--- src/rtl/mem_port_arbiter.sv ---
// mem_port_arbiter
//   Shares the single port of the 256x16 data memory between requester 0
//   (CPU load/store) and requester 1 (loader/debug). Each transaction runs
//   IDLE -> ACCESS -> DONE, three cycles, with a one-cycle ack pulse in DONE.
//
// Ports
//   clk, rst             clock, synchronous active-high reset
//   req/we/addr/wdata 0,1 requester inputs, req held until ack
//   ack0/ack1             one-cycle completion pulse
//   rdata0/rdata1         last read result per port
//   busy                  high in ACCESS and DONE
//   grant                 port currently or last served
//   mem_addr/data/we      drive the memory addr/data/MemWrite
//   mem_out               combinational memory read of mem_addr
//
// Configuration
//   ARB_ROUND_ROBIN_EN    defined: a tie goes to the port not last granted.
//                         undefined: port 0 always wins a tie.
module mem_port_arbiter #(
  parameter int AW = 8,
  parameter int DW = 16
) (
  input  logic          clk,
  input  logic          rst,
  input  logic          req0,
  input  logic          req1,
  input  logic          we0,
  input  logic          we1,
  input  logic [AW-1:0] addr0,
  input  logic [AW-1:0] addr1,
  input  logic [DW-1:0] wdata0,
  input  logic [DW-1:0] wdata1,
  output logic          ack0,
  output logic          ack1,
  output logic [DW-1:0] rdata0,
  output logic [DW-1:0] rdata1,
  output logic          busy,
  output logic          grant,
  output logic [AW-1:0] mem_addr,
  output logic [DW-1:0] mem_data,
  output logic          mem_we,
  input  logic [DW-1:0] mem_out
);

  typedef enum logic [1:0] {IDLE, ACCESS, DONE} state_t;

  state_t        state, state_nx;
  logic          win;
  logic [AW-1:0] lat_addr;
  logic [DW-1:0] lat_data;
  logic          lat_we;

  // Winner selection, only meaningful in IDLE with at least one request.
  always_comb begin
    win = 1'b0;
    if (req0 && req1) begin
`ifdef ARB_ROUND_ROBIN_EN
      win = ~grant;
`else
      win = 1'b0;
`endif
    end else if (req1) begin
      win = 1'b1;
    end
  end

  always_comb begin
    state_nx = state;
    case (state)
      IDLE:    if (req0 || req1) state_nx = ACCESS;
      ACCESS:  state_nx = DONE;
      DONE:    state_nx = IDLE;
      default: state_nx = IDLE;
    endcase
  end

  always_ff @(posedge clk) begin
    if (rst) begin
      state    <= IDLE;
      grant    <= 1'b1;   // lets port 0 take the first tie after reset
      lat_addr <= '0;
      lat_data <= '0;
      lat_we   <= 1'b0;
      rdata0   <= '0;
      rdata1   <= '0;
    end else begin
      state <= state_nx;
      if (state == IDLE && (req0 || req1)) begin
        grant    <= win;
        lat_addr <= win ? addr1  : addr0;
        lat_data <= win ? wdata1 : wdata0;
        lat_we   <= win ? we1    : we0;
      end
      if (state == ACCESS && !lat_we) begin
        if (grant) rdata1 <= mem_out;
        else       rdata0 <= mem_out;
      end
    end
  end

  // The memory is not reset, so a write in ACCESS still lands on a reset
  // edge; mem_we therefore is not gated by rst. Acks are, so a reset in
  // DONE swallows the pending completion.
  assign mem_addr = lat_addr;
  assign mem_data = lat_data;
  assign mem_we   = (state == ACCESS) && lat_we;
  assign busy     = (state != IDLE);
  assign ack0     = (state == DONE) && !grant && !rst;
  assign ack1     = (state == DONE) &&  grant && !rst;

endmodule
--- config.mk ---
export PLATFORM = sky130hd
export DESIGN_NAME = mem_port_arbiter
export DESIGN_NICKNAME = d
export VERILOG_FILES = /design/src/rtl/mem_port_arbiter.sv
export SDC_FILE = /design/constraint.sdc
export NUM_CORES = 1
export LEC_CHECK = 0
export ABC_AREA = 1
export BUFFER_PORTS_ARGS = -buffer_cell sky130_fd_sc_hd__buf_4
export CORE_MARGIN = 8
export CORE_UTILIZATION = 40
export CTS_BUF_LIST = sky130_fd_sc_hd__clkbuf_4
export CTS_CLUSTER_SIZE = 24
export DETAILED_ROUTE_END_ITERATION = 7
export PLACE_DENSITY = 0.69
export SLEW_MARGIN = 40
export SYNTH_ARGS = -nofsm -noshare
export SYNTH_HDL_FRONTEND = slang
export SYNTH_SLANG_ARGS = --single-unit
--- constraint.sdc ---
create_clock -name clk -period 2.65 [get_ports clk]
set_input_delay 0.265 -clock clk [delete_from_list [all_inputs] [get_ports clk]]
set_output_delay 0.265 -clock clk [all_outputs]
set_load 0.005 [all_outputs]
=== After elaboration in Yosys (flattened, before gate mapping) ===
Index checks and enable logic that the tools add are counted.

* Register bits: 60
* Input port bits: 70
* Output and inout bits: 61
* Word-level logic and storage cells: 34

* Eq/ne operators: 3
* Multiplexer cells: 7
* Bitwise logic cells: 1
* Reduce and logical (&&, ||, !) cells: 16

{| class="wikitable"
|+ Operator list
! operator !! count
|-
| $mux 16 || 1
|-
| $logic_and 1x1->1 || 8
|-
| $mux 8 || 1
|-
| $pmux 2 s2 || 1
|-
| $reduce_and 2->1 || 2
|-
| $logic_not 1->1 || 3
|-
| $mux 1 || 3
|-
| $eq 2x1->1 const B || 1
|-
| $eq 2x2->1 const B || 1
|-
| $logic_not 2->1 || 1
|-
| $mux 2 || 1
|-
| $ne 2x1->1 const B || 1
|-
| $reduce_bool 2->1 || 1
|-
| $logic_or 1x1->1 || 1
|-
| $not 1->1 || 1
|}

=== Logic depth before layout (Yosys ltp) ===
Gate-level depths: netlist of the first run.

* Depth in word-level cells: 3
* Mapped depth: 8
* Gate-level depth less buffers: 6

=== Worst setup path before layout of the first run ===
OpenSTA, ideal clock, no wires.

* Path type: reg-to-output
* From: register grant
* To: output port ack0
* Arrival: 1022 ps
* Data required time: 2385 ps
* Slack: 1363 ps
* Cell stages (with the launch flop): 4
* Cell sequence: dfxtp_1 buf_2 clkbuf_1 nor4_1

* Word-level cells in the longest chain between the ends: 3

{| class="wikitable"
|+ Ends and longest elaborated chain
! element !! RTL line !! source
|-
| from (decl) || 38 || <nowiki>output logic grant,</nowiki>
|-
| from (signal assigned) || 89 || <nowiki>grant <= win;</nowiki>
|-
| $logic_not 1->1 || 108 || <nowiki>assign ack0 = (state == DONE) && !grant && !rst;</nowiki>
|-
| $logic_and 1x1->1 (2 in series) || 108 ||
|-
| to (decl) || 33 || <nowiki>output logic ack0,</nowiki>
|}

No other way between the ends.

=== Final worst setup path of the first run ===
* From: register grant
* To: output port ack1

* Word-level cells in the longest chain between the ends: 2

{| class="wikitable"
|+ Ends and longest elaborated chain
! element !! RTL line !! source
|-
| $logic_and 1x1->1 (2 in series) || 109 || <nowiki>assign ack1 = (state == DONE) && grant && !rst;</nowiki>
|-
| to (decl) || 34 || <nowiki>output logic ack1,</nowiki>
|}

No other way between the ends.

==> out/metrics.yaml, run 1 <==
status: "finished, final reports clean"
diodes: 0
antenna_found_initial: 0
whs_path_depth: 2
critPathCaptureType: "output pin"
power.density_nw_per_um2: 543
insertion_delay_ns: 0.40
fin_nets: 669
core_um2: 7570
rsz0062_at_grt: "false"
min_from: "rst"
leakage_nw: 2.21
port_buffers: 130
die_w_um: 103
max-cap-violations: 0
startpoint_type: "register"
power_frac_clock_pct: 28.1
rrSetupSlack_ns: 1.05
max_stage_delay_ns: 0.59
die-area_um2: 10700
cp_slowest_cell: "dfxtp_1"
rr_worst_depth: 5
cp_top_family: "flip-flops"
fmax_mhz: 512
final_hold_viol_count: 0
wirelength_mm: 8.91
p_seq_share_pct: 46.2
cts_tree: "done"
clockRootBuffer: "clkbuf_4"
syn_avg_cell_area_um2: 6.30
maxSlewHeadroom_pct: 55.3
grt_remaining_overflow: 0
grt_max_degree: 36
postRouteAntennaNets: 0
worst_slew_pin_slew_ns: 0.668
io_pins: 131
whs_endpoint: "state[1]"
cp_cell_sequence: "inv_2, nor4_1, buf_4"
p_sw_share_pct: 31.6
yosysUniqueCellTypes: 19
p_sw_uw: 711
drive_above_1_share_pct: 27.5
syn_area_um2: 3040
start_util_pct: 40.2
htreeDepth: 3
setup_violations: 0
cts_setup_buffers: 0
slew_viol_final: 0
reg2reg_to: "mem_addr[6]"
critPathRequiredTime_ns: 2.38
intPower_mw: 1.54
cp_num_buf_inv: 2
syn_nets: 553
routedWlPerCell_um: 12.6
die_y_um: 103
cts_buffer_depth: 2
gp_congestion: 0.838
pwr-share-comb_pct: 25.7
crit_path_start: "grant"
r2r-start: "state[0]"
path_clk_slew_ns: 0.10
drt-vias-per-instance: 4.59
syn-instance-count: 483
period_share_pct: 73.7
rows: 32
finalCriticalPeriod_ns: 1.95
track_usage_pct: 17.0
post_cts_resized: 0
placedCellCount: 690
drc: 0
instances_no_fill: 706
cp.arrival_ns: 1.69
path_class: "reg -> out"
cts_made_buffers: 9
synth_seq_cells: 60
drt_iter0_drc: 117
hpwl_mm: 6.74
hp-class: "in -> reg"
cts.sinks: 60
grt_pass1_wl_mm: 14.3
finalSetupTns_ns: 0
path_depth: 3
via_count: 3240
seq_area_frac_synth_pct: 39.5
grt_pass1_vias: 3082
yosys_warnings: 0
area_growth_pct: 36.4
ir_drop_v: 0.000209
skew_ns: 0.0154
cp_max_fo: 18
drt-pass1-iter-count: 4
hold_buffers: 0
worst reg2reg max path: stages, from the launching register on:
cell	delay, ns
dfxtp_1	0.39
nor2_4	0.54
nand2_4	0.32
nand2_1	0.13
nand2_1	0.06
nor2_1	0.09
cells by family (layout without fill, tap and decap cells):
family          after synthesis  in the layout  synth area share (%)
simple gates                318            318                  45.7
buf+inv                     104            225                  14.7
compound gates                1              1                 0.164
flops                        60             60                  39.5
through the flow:
step / setup slack (ns) / area, um^2 / hold slack (ns) / power (mW) / utilization [%]
2_1_floorplan: 1.36 / 3040 / 0.336 / 1.39 / -
3_3_place_gp: 1.11 / 4020 / 0.471 / 1.63 / 53.1
3_5_place_dp: 1.07 / 4020 / 0.479 / 1.64 / 53.1
4_1_cts: 0.663 / 4150 / 0.0458 / 2.28 / 54.8
5_1_grt: 0.581 / 4150 / 0.0675 / 2.39 / 54.8
6_report: 0.697 / 4150 / 0.0751 / 2.25 / 54.8
cell usage in the layout, fill, tap and decap left out:
master      instances
a21oi_1             1
nand3_2             1
clkinvlp_4          3
buf_4             135
nor2_2              1
nand2_1            84
clkinv_2            3
nand2_2             1
dfxtp_1            60
clkbuf_4            9
inv_2               7
bufinv_16           1
inv_1              66
nand3_1            50
nor2_1            142
nor2_4              4
nand2_4             1
nor4_1              2
nand4_1            32
clkinv_1            1
power by group through the flow:
stage	combinational [mW]	sequential [mW]	clock, mW
floorplan	0.334	1.05	0
global placement	0.574	1.06	0
detailed placement	0.583	1.06	0
CTS	0.585	1.04	0.654
global route	0.651	1.05	0.690
finish	0.580	1.04	0.633
synth_stat cells (all sizes together):
cell type	count	area share [%]
clkbuf	10	1.2
a21oi	1	0.16
nand3	51	8.6
nor2	147	19
nand2	86	11
nor4	2	0.41
dfxtp	60	39
nand4	32	6.6
inv	74	9.1
buf	20	4.3
registers in the layout (all words and copies together), names as in the netlist:
signal    flops
mem_data     16
lat_we        1
rdata0       16
state         2
rdata1       16
grant         1
mem_addr      8
cell type report:
| class | instances | area, um^2 |
|---|---|---|
| flip-flops and latches | 60 | 1200 |
| inverters | 74 | 278 |
| clock buffers | 9 | 67.6 |
| well taps | 102 | 128 |
| multi-input cells | 319 | 1400 |
| fillers | 758 | 3420 |
| clock inverters | 7 | 67.6 |
| repair buffers | 135 | 1010 |
routing by layer:
layer  part of all wire (%)  global-route usage, %
met1                     42                   19.3
met2                     46                   27.8
met3                     10                   6.76
met4                    1.6                   7.01
met5                      0                      0
worst max-delay path by stage:
| stage | endpoint | slack [ns] |
|---|---|---|
| 3_5_place_dp | mem_data[7] | 1.07 |
| 2_1_floorplan | ack0 | 1.36 |
| 5_1_grt | ack1 | 0.58 |
| 3_3_place_gp | mem_addr[1] | 1.11 |
| 6_report | ack1 | 0.70 |
| 4_1_cts | ack1 | 0.66 |
Power figures use the tool's default switching activity.
==> run 2: changes to the inputs <==
==> constraint.sdc (replaced) <==
create_clock -name clk -period 1.9 [get_ports clk]
set_input_delay 0.19 -clock clk [delete_from_list [all_inputs] [get_ports clk]]
set_output_delay 0.19 -clock clk [all_outputs]
set_load 0.005 [all_outputs]
==> run 2 against run 1 <==
  * Sequential share of layout area shrank 0.48 points
  * Sequential cell count unchanged
  * Clock power grew 58%
  * Via count increased by 0.83%
  * First-iteration DRC count grew 9.4%
  * Cell area rose by 1.8%
  * Power up 46%
  * Non-clock buffer count grew 4
  * Utilization increased by 0.99 points
  * Highest routed layer unchanged
  * Worst hold slack better by 0.047 ns
==> out/metrics.yaml, run 2 (synthesized netlist as in run 1, its figures left out) <==
rsz0062_at_grt: "true"  # was false
antenna_found_initial: 0  # unchanged
die_y_um: 103  # unchanged
report.power.total_mw: 3.29  # was 2.25 mW
cp.arrival_ns: 1.60  # was 1.69 ns
drc: 0  # unchanged
final.setup.worst_slack_ns: 0.112  # was 0.697 ns
mostFrequentLayoutCells: "nor2_1 (142), buf_4 (137), nand2_1 (84)"  # was nor2_1 (142), buf_4 (135), nand2_1 (84)
crit_path_start: "state[1]"  # was grant
path_clk_slew_ns: 0.11  # was 0.10 ns
dp_slack_ns: 0.344  # was 1.07 ns
critPathCaptureType: "output pin"  # unchanged
finalCriticalPeriod_ns: 1.79
rr_worst_depth: 5  # unchanged
fin_nets: 673  # was 669
grt_util_met3_pct: 6.63  # was 6.76%
p_sw_uw: 988  # was 711 uW
routedWlPerCell_um: 12.8  # was 12.6 um
finalSetupTns_ns: 0  # unchanged
crit_path_end: "busy"  # was ack1
diodes: 0  # unchanged
insertion_delay_ns: 0.40  # about the same
r2r-start: "state[1]"  # was state[0]
path_class: "reg -> out"  # unchanged
period_share_pct: 94.1
cts.sinks: 60  # unchanged
port_buffers: 130  # unchanged
drive_above_1_share_pct: 27.8  # was 27.5%
final_common_cell: "nor2_1"  # unchanged
startpoint_type: "register"  # unchanged
top_usage_layer: "met2"  # unchanged
intPower_mw: 2.30  # was 1.54 mW
critPathRequiredTime_ns: 1.71  # was 2.38 ns
max-cap-violations: 0  # unchanged
leakage_nw: 2.24  # was 2.21 nW
cts_made_buffers: 9  # unchanged
clockRootBuffer: "clkbuf_4"  # unchanged
rrSetupSlack_ns: 0.50  # was 1.05 ns
p_sw_share_pct: 30.1  # was 31.6%
rows: 32  # unchanged
hpwl_mm: 6.96  # was 6.74 mm
gp_congestion: 0.817  # was 0.838
start_util_pct: 40.2  # unchanged
p_seq_share_pct: 44.3  # was 46.2%
drt-pass1-iter-count: 5  # was 4
hp-class: "in -> reg"  # unchanged
grt_use_met2_pct: 28.0  # was 27.8%
postRouteAntennaNets: 0  # unchanged
fmax_mhz: 559
ir_drop_v: 0.000388  # was 0.000209 V
power.density_nw_per_um2: 778  # was 543 nW/um^2
slew_viol_final: 0  # unchanged
final.fill_count: 768  # was 758
drt_iter0_drc: 128  # was 117
cts_setup_buffers: 0  # unchanged
grt_pass1_wl_mm: 14.6  # was 14.3 mm
grt_pass1_vias: 3159  # was 3082
worst_slew_pin_slew_ns: 0.606  # was 0.668 ns
area_growth_pct: 38.9  # was 36.4%
reg2reg_to: "mem_addr[1]"  # was mem_addr[6]
grt_remaining_overflow: 0  # unchanged
die-area_um2: 10700  # unchanged
cp_max_fo: 15  # was 18
skew_ns: 0.0128  # was 0.0154 ns
final_hold_viol_count: 0  # unchanged
setup_violations: 0  # unchanged
drt-vias-per-instance: 4.60  # was 4.59
use_met1_pct: 20.3  # was 19.3%
io_pins: 131  # unchanged
wirelength_mm: 9.07  # was 8.91 mm
power_frac_clock_pct: 30.4  # was 28.1%
htreeDepth: 3  # unchanged
core_um2: 7570  # unchanged
maxSlewHeadroom_pct: 59.5  # was 55.3%
cts_buffer_depth: 2  # unchanged
via_count: 3267  # was 3240
die_w_um: 103  # unchanged
cts_tree: "done"  # unchanged
track_usage_pct: 17.4  # was 17.0%
grt_max_degree: 46  # was 36
pwr-share-comb_pct: 25.3  # was 25.7%
status: "finished, final reports clean"  # unchanged
run 2: worst max-delay path, stage by stage (launching register included):
cell	delay, ns
dfxtp_1	0.38
nor2_4	0.37
buf_4	0.27
inv_1	0.06
buf_4	0.13
run 2: timing repair:
item                       4_1_cts  5_1_grt
resized for setup                0        2
hold buffers                     1        0
hold endpoints to repair         2        0
setup endpoints to repair        0        2
run 2: final cells by class:
| cell class | count | area [um^2] | share of cell area, % |
|---|---|---|---|
| Timing Repair Buffer | 139 | 1060 | 25.1 |
| Inverter | 74 | 278 | 6.57 |
| Clock buffer | 9 | 67.6 | 1.60 |
| Clock inverter | 7 | 91.3 | 2.16 |
| Tap cell | 102 | 128 | 3.02 |
| Sequential cell | 60 | 1200 | 28.5 |
| Multi-Input combinational cell | 319 | 1400 | 33.1 |
run 2: stage by stage:
stage	utilization, %	hold slack, ns	cell area [um^2]	instances
2_1_floorplan	-	0.261	3040	483
3_3_place_gp	53.5	0.400	4050	693
3_5_place_dp	53.5	0.406	4050	693
4_1_cts	55.8	0.104	4220	710
5_1_grt	55.8	0.121	4230	710
6_report	55.8	0.123	4230	710
run 2: worst min path at each step:
| stage | startpoint | endpoint | slack, ns | depth (start not counted) |
|---|---|---|---|---|
| global placement | rst | state[1] | 0.40 | 2 |
| finish | wdata1[9] | mem_data[9] | 0.12 | 5 |
| global route | mem_out[12] | rdata1[12] | 0.12 | 5 |
| detailed placement | rst | state[1] | 0.41 | 2 |
| floorplan | rst | state[1] | 0.26 | 1 |
| CTS | mem_out[11] | rdata1[11] | 0.10 | 5 |
run 2: power by group through the flow:
stage | Combinational [mW] | Clock (mW) | Sequential, mW
6_report | 0.832 | 0.999 | 1.45
3_5_place_dp | 0.834 | 0 | 1.48
3_3_place_gp | 0.819 | 0 | 1.48
5_1_grt | 0.937 | 1.07 | 1.47
4_1_cts | 0.838 | 1.03 | 1.45
2_1_floorplan | 0.466 | 0 | 1.47
run 2: routing by layer:
metal | up-vias | wire (um)
met5 | - | 0
met4 | 0 | 133
met3 | 11 | 982
met2 | 126 | 4240
met1 | 1410 | 3710
li1 | 1720 | -
